===== src/rtl/div_ctrl.sv =====
// div_ctrl: issues one divider start per divide instruction, stalls EX while it runs and holds the result.
// Build option DIV_CTRL_REUSE_EN answers a repeat of the last completed divide without restarting the divider.
module div_ctrl #(
    parameter int WIDTH      = 32,
    parameter int MAX_CYCLES = 40
) (
    input  logic             clk,
    input  logic             rst,
    input  logic             req_valid,
    input  logic             req_signed,
    input  logic             req_is_mod,
    input  logic [WIDTH-1:0] req_dividend,
    input  logic [WIDTH-1:0] req_divisor,
    input  logic             ex_stall,
    input  logic             flush,
    output logic             div_start,
    output logic             div_signed,
    output logic [WIDTH-1:0] div_dividend,
    output logic [WIDTH-1:0] div_divisor,
    input  logic             div_done,
    input  logic [WIDTH-1:0] div_quotient,
    input  logic [WIDTH-1:0] div_remainder,
    output logic             pause_div,
    output logic             result_valid,
    output logic [WIDTH-1:0] result,
    output logic             div_err
);

    localparam int CNT_W = $clog2(MAX_CYCLES + 1);
    localparam logic [CNT_W-1:0] CNT_LIMIT = CNT_W'(MAX_CYCLES - 1);

    typedef enum logic [1:0] {
        IDLE,
        RUN,
        DONE,
        DRAIN
    } state_t;

    state_t state, state_next;

    logic             signed_q;
    logic             is_mod_q;
    logic [WIDTH-1:0] dividend_q;
    logic [WIDTH-1:0] divisor_q;
    logic [WIDTH-1:0] result_q;
    logic [CNT_W-1:0] cnt_q;

    logic             watchdog;
    logic             capture;
    logic             reuse_load;
    logic             reuse_hit;
    logic [WIDTH-1:0] reuse_value;

    // The counter keeps running through DRAIN so a divider that never answers cannot park us there.
    assign watchdog = (cnt_q >= CNT_LIMIT);
    assign result   = result_q;

`ifdef DIV_CTRL_REUSE_EN
    logic             reuse_valid;
    logic             reuse_signed;
    logic [WIDTH-1:0] reuse_dividend;
    logic [WIDTH-1:0] reuse_divisor;
    logic [WIDTH-1:0] reuse_quotient;
    logic [WIDTH-1:0] reuse_remainder;

    assign reuse_hit   = reuse_valid && (reuse_signed == req_signed) &&
                         (reuse_dividend == req_dividend) && (reuse_divisor == req_divisor);
    assign reuse_value = req_is_mod ? reuse_remainder : reuse_quotient;

    always_ff @(posedge clk) begin
        if (rst) begin
            reuse_valid     <= 1'b0;
            reuse_signed    <= 1'b0;
            reuse_dividend  <= '0;
            reuse_divisor   <= '0;
            reuse_quotient  <= '0;
            reuse_remainder <= '0;
        end else if (capture) begin
            reuse_valid     <= 1'b1;
            reuse_signed    <= signed_q;
            reuse_dividend  <= dividend_q;
            reuse_divisor   <= divisor_q;
            reuse_quotient  <= div_quotient;
            reuse_remainder <= div_remainder;
        end
    end
`else
    assign reuse_hit   = 1'b0;
    assign reuse_value = '0;
`endif

    always_comb begin
        // NOTE: every output and next-state gets a default first, so no path can infer a latch.
        state_next   = state;
        div_start    = 1'b0;
        div_signed   = signed_q;
        div_dividend = dividend_q;
        div_divisor  = divisor_q;
        pause_div    = 1'b0;
        result_valid = 1'b0;
        div_err      = 1'b0;
        capture      = 1'b0;
        reuse_load   = 1'b0;

        case (state)
            IDLE: begin
                if (req_valid && !flush) begin
                    pause_div = 1'b1;
                    if (reuse_hit) begin
                        reuse_load = 1'b1;
                        state_next = DONE;
                    end else begin
                        div_start    = 1'b1;
                        div_signed   = req_signed;
                        div_dividend = req_dividend;
                        div_divisor  = req_divisor;
                        state_next   = RUN;
                    end
                end
            end
            RUN: begin
                pause_div = 1'b1;
                if (div_done) begin
                    if (flush) begin
                        state_next = IDLE;
                    end else begin
                        capture    = 1'b1;
                        state_next = DONE;
                    end
                end else if (flush) begin
                    state_next = DRAIN;
                end else if (watchdog) begin
                    div_err    = 1'b1;
                    state_next = DRAIN;
                end
            end
            DONE: begin
                result_valid = 1'b1;
                if (!ex_stall || flush) begin
                    state_next = IDLE;
                end
            end
            DRAIN: begin
                // A waiting divide is stalled here but never started until the stale result is gone.
                pause_div = req_valid && !flush;
                if (div_done || watchdog) begin
                    state_next = IDLE;
                end
            end
            default: state_next = IDLE;
        endcase
    end

    always_ff @(posedge clk) begin
        // NOTE: state registers use non-blocking assignments so every flop samples pre-edge values.
        if (rst) begin
            state      <= IDLE;
            signed_q   <= 1'b0;
            is_mod_q   <= 1'b0;
            dividend_q <= '0;
            divisor_q  <= '0;
            result_q   <= '0;
            cnt_q      <= '0;
        end else begin
            state <= state_next;
            if (div_start) begin
                signed_q   <= req_signed;
                is_mod_q   <= req_is_mod;
                dividend_q <= req_dividend;
                divisor_q  <= req_divisor;
                cnt_q      <= '0;
            end else if (state == RUN || state == DRAIN) begin
                cnt_q <= cnt_q + CNT_W'(1);
            end
            if (capture) begin
                result_q <= is_mod_q ? div_remainder : div_quotient;
            end else if (reuse_load) begin
                result_q <= reuse_value;
            end
        end
    end

endmodule


===== config.mk =====
export PLATFORM = sky130hd
export DESIGN_NAME = div_ctrl
export DESIGN_NICKNAME = d
export VERILOG_FILES = /design/src/rtl/div_ctrl.sv
export SDC_FILE = /design/constraint.sdc
export NUM_CORES = 1
export LEC_CHECK = 0
export BUFFER_PORTS_ARGS = -buffer_cell sky130_fd_sc_hd__clkbuf_2
export CORE_UTILIZATION = 30
export DETAILED_ROUTE_END_ITERATION = 6
export PLACE_DENSITY = 0.62
export SYNTH_ARGS = -nofsm -noshare
export SYNTH_HDL_FRONTEND = slang
export SYNTH_SLANG_ARGS = --single-unit

===== constraint.sdc =====
create_clock -name clk -period 2.1 [get_ports clk]
set_input_delay 0.21 -clock clk [delete_from_list [all_inputs] [get_ports clk]]
set_output_delay 0.21 -clock clk [all_outputs]
set_load 0.05 [all_outputs]

==> flow_summary.json <==
{
  "grt_max_degree": 67,
  "max_slew_margin_pct": 64.3,
  "antenna_found_initial": 0,
  "cp_max_fo": 7,
  "synth_edf_count": 0,
  "clk_latency_ps": 340,
  "synth_top_cell_by_area": "dfxtp_1",
  "clock_sink_count": 106,
  "drt_iter0_markers": 155,
  "finClkSkew_ps": 8.81,
  "via_per_inst": 4.51,
  "crit_type": "register to primary output",
  "cts_tree": "done",
  "cp-start-kind": "register",
  "crit_top_cell": "clkbuf_16",
  "grt_overflow": 0,
  "synth.ff_latch_count": 106,
  "chipHeight_um": 125,
  "drc": 18,
  "cap_violations": 0,
  "io_pins": 237,
  "port-buffer-count": 236,
  "root_buffer": "clkbuf_16",
  "routed_wl_um": 12000,
  "fin_crit_sh_pct": 100,
  "setup_tns_ps": -6.33,
  "drt_first_pass_iters": 7,
  "core_mm2": 0.0147,
  "power_frac_comb_pct": 41.3,
  "synth_cell_types": 29,
  "finalCoreUtilization_pct": 48.5,
  "rsz0062_at_grt": "yes",
  "synth_warnings": 0,
  "final_layout_size_suffix_gt1_share_pct": 53.4,
  "grt_pass1_vias": 3989,
  "die_w_um": 125,
  "slowest_stage": "dfxtp_2",
  "post-dp-hpwl_um": 8240,
  "r2r_cells": 8,
  "ys_async_sr_fraction_pct": 0,
  "worst-path-stages": 8,
  "diodes": 0,
  "p_sw_share_pct": 36.6,
  "seq_area_frac_synth_pct": 46.4,
  "tightest_slew_ps": 535,
  "synth.top_cell.area_share_pct": 46.4,
  "p_switching_mw": 2.42,
  "critPathMaxStageDelay_ps": 350,
  "synth_area_mm2": 0.00457,
  "p_seq_share_pct": 34.3,
  "nets": 805,
  "whs_ps": 79.1,
  "synth_fp_nets": 559,
  "min_path_cells": 3,
  "gp_congestion": 0.759,
  "leakage_nw": 3.25,
  "required_ps": 1890,
  "worst_slack_ps": -3.28,
  "pwr-share-clk_pct": 24.3,
  "die_area_mm2": 0.0157,
  "grt.total_usage_pct": 14.9,
  "rows": 44,
  "end_kind": "primary output",
  "timing_hold_violations_final": 0,
  "maxSlewViolCount": 0,
  "netlist_top_cells_area": "dfxtp_1, mux2_4, and2_1, mux2_2, mux2i_1",
  "ys.flop_type": "dfxtp_1",
  "clk_pin_slew_ps": 80,
  "ir_drop_mv": 0.398,
  "internal_power_mw": 4.19,
  "area_delta_synth_final_pct": 56.1,
  "r2r_setup_slack_ps": 330,
  "wl_per_cell_um": 14.0,
  "start_util_pct": 31.1,
  "crit_family": "buffers and inverters",
  "synth_cells": 417,
  "hold_class": "primary input to register",
  "worstPathCellList": "inv_2 -> ha_4 -> nand3_4 -> clkinv_8 -> buf_12 -> clkbuf_16 -> mux2_4 -> clkbuf_16",
  "grt_pass1_wl_um": 18800,
  "route.vias.total": 3844,
  "synth_most_common_cell": "dfxtp_1",
  "timing.final.setup_violations": 4,
  "syn_avg_cell_area_um2": 11.0,
  "cp.arrival_ps": 1890,
  "fmax_ghz": 0.475,
  "drtAntennaViolNets": 0,
  "min_period_ps": 2100,
  "yosys-top-cells-count": "dfxtp_1, and2_1, nor2_1, mux2_2, a211oi_1",
  "worstPathBufferInverterCount": 5,
  "clockBufferDepth": 2,
  "cts_buffers": 9,
  "p_per_area_mw_per_mm2": 926,
  "outcome": "complete, but fails checks",
  "violations": "design-rule violations, negative setup slack",
  "htree_levels": 3
}
## layout by cell type, fill, tap and decap left out, types with 6 or more instances in the layout
cell and instances:
nor2_1 42, mux2_2 6, mux2_4 59, clkbuf_4 16, mux2i_1 32, and2_1 66
clkbuf_16 16, a211oi_1 34, clkbuf_2 173, buf_4 21, buf_8 36, dfxtp_1 103
## worst reg2reg max path, stage by stage, from the launching register on
cell and delay [ps]:
dfxtp_2 350, inv_2 60, buf_4 130, ha_1 200, buf_4 170, nor2b_1 130, o2111ai_1 290, a21oi_1 110
a211oi_1 240
## cells by family (layout without fill, tap and decap cells)
family,after synthesis,in the layout,share of synthesized area [%]
AO/OA/AOI/OAI,48,48,7.64
XOR/XNOR,5,5,0.958
adder cells (fa/ha/maj),6,6,1.64
buffers and inverters,36,287,3.89
flip-flops,106,106,46.4
multiplexers,97,97,25.5
AND/OR/NAND/NOR,119,119,14.0
## power by group through the flow
stage,logic (mW),clock network [mW],registers (mW)
final,2.73,1.61,2.27
after floorplan,1.47,0,2.51
after global routing,2.88,1.78,2.29
after global placement,2.14,0,2.30
after CTS,2.53,1.68,2.27
after detailed placement,2.16,0,2.31
## path summary, 6_finish.rpt
| path | to | start |
|---|---|---|
| worst min register to register | is_mod_q$_SDFFE_PP0P_ | is_mod_q$_SDFFE_PP0P_ |
| worst max-delay path | div_divisor[21] | state[1]$_SDFFE_PP0P_ |
| worst min-delay path | is_mod_q$_SDFFE_PP0P_ | req_is_mod |
| worst max register to register | state[0]$_SDFFE_PP0P_ | state[1]$_SDFFE_PP0P_ |
## per-stage QoR
| step | cell area [µm²] | std cells | setup WS (ps) | total power [mW] |
|---|---|---|---|---|
| 5_1_grt | 7130 | 852 | -58.8 | 6.95 |
| 3_3_place_gp | 5960 | 819 | 128 | 4.44 |
| 6_report | 7130 | 852 | -3.28 | 6.61 |
| 4_1_cts | 6880 | 843 | -19.1 | 6.48 |
| 2_1_floorplan | 4580 | 417 | 18.5 | 3.97 |
| 3_5_place_dp | 5960 | 819 | 88.4 | 4.48 |
## metal layers
metal / vias to the layer above / global-route usage (%) / routed length [µm] / share of wire, %
li1: 1927 / - / - / -
met1: 1726 / 17.3 / 5080 / 42
met2: 178 / 25.9 / 5910 / 49
met3: 13 / 3.68 / 773 / 6.5
met4: 0 / 6.67 / 206 / 1.7
met5: - / 0 / 0 / 0
## what timing repair did
item | CTS | global route
hold buffers | 0 | 0
buffers inserted | 6 | 7
gates resized for setup | 121 | 73
gates cloned | 2 | 2
pin swaps | 1 | 1
setup endpoints to repair | 65 | 42
## area by class of cell
type	instances	area, µm²
repair buffers	264	2050
clock inverters	7	58.8
fillers	1309	7560
well taps	184	230
inverters	7	38.8
clock buffers	9	225
flip-flops and latches	106	2130
multi-input cells	275	2410
## state kept, by name, indices dropped and copies added (netlist names)
register    count
state           2
divisor_q      32
dividend_q     32
result         32
signed_q        1
is_mod_q        1
cnt_q           6
(Power assumes the default switching activity.)
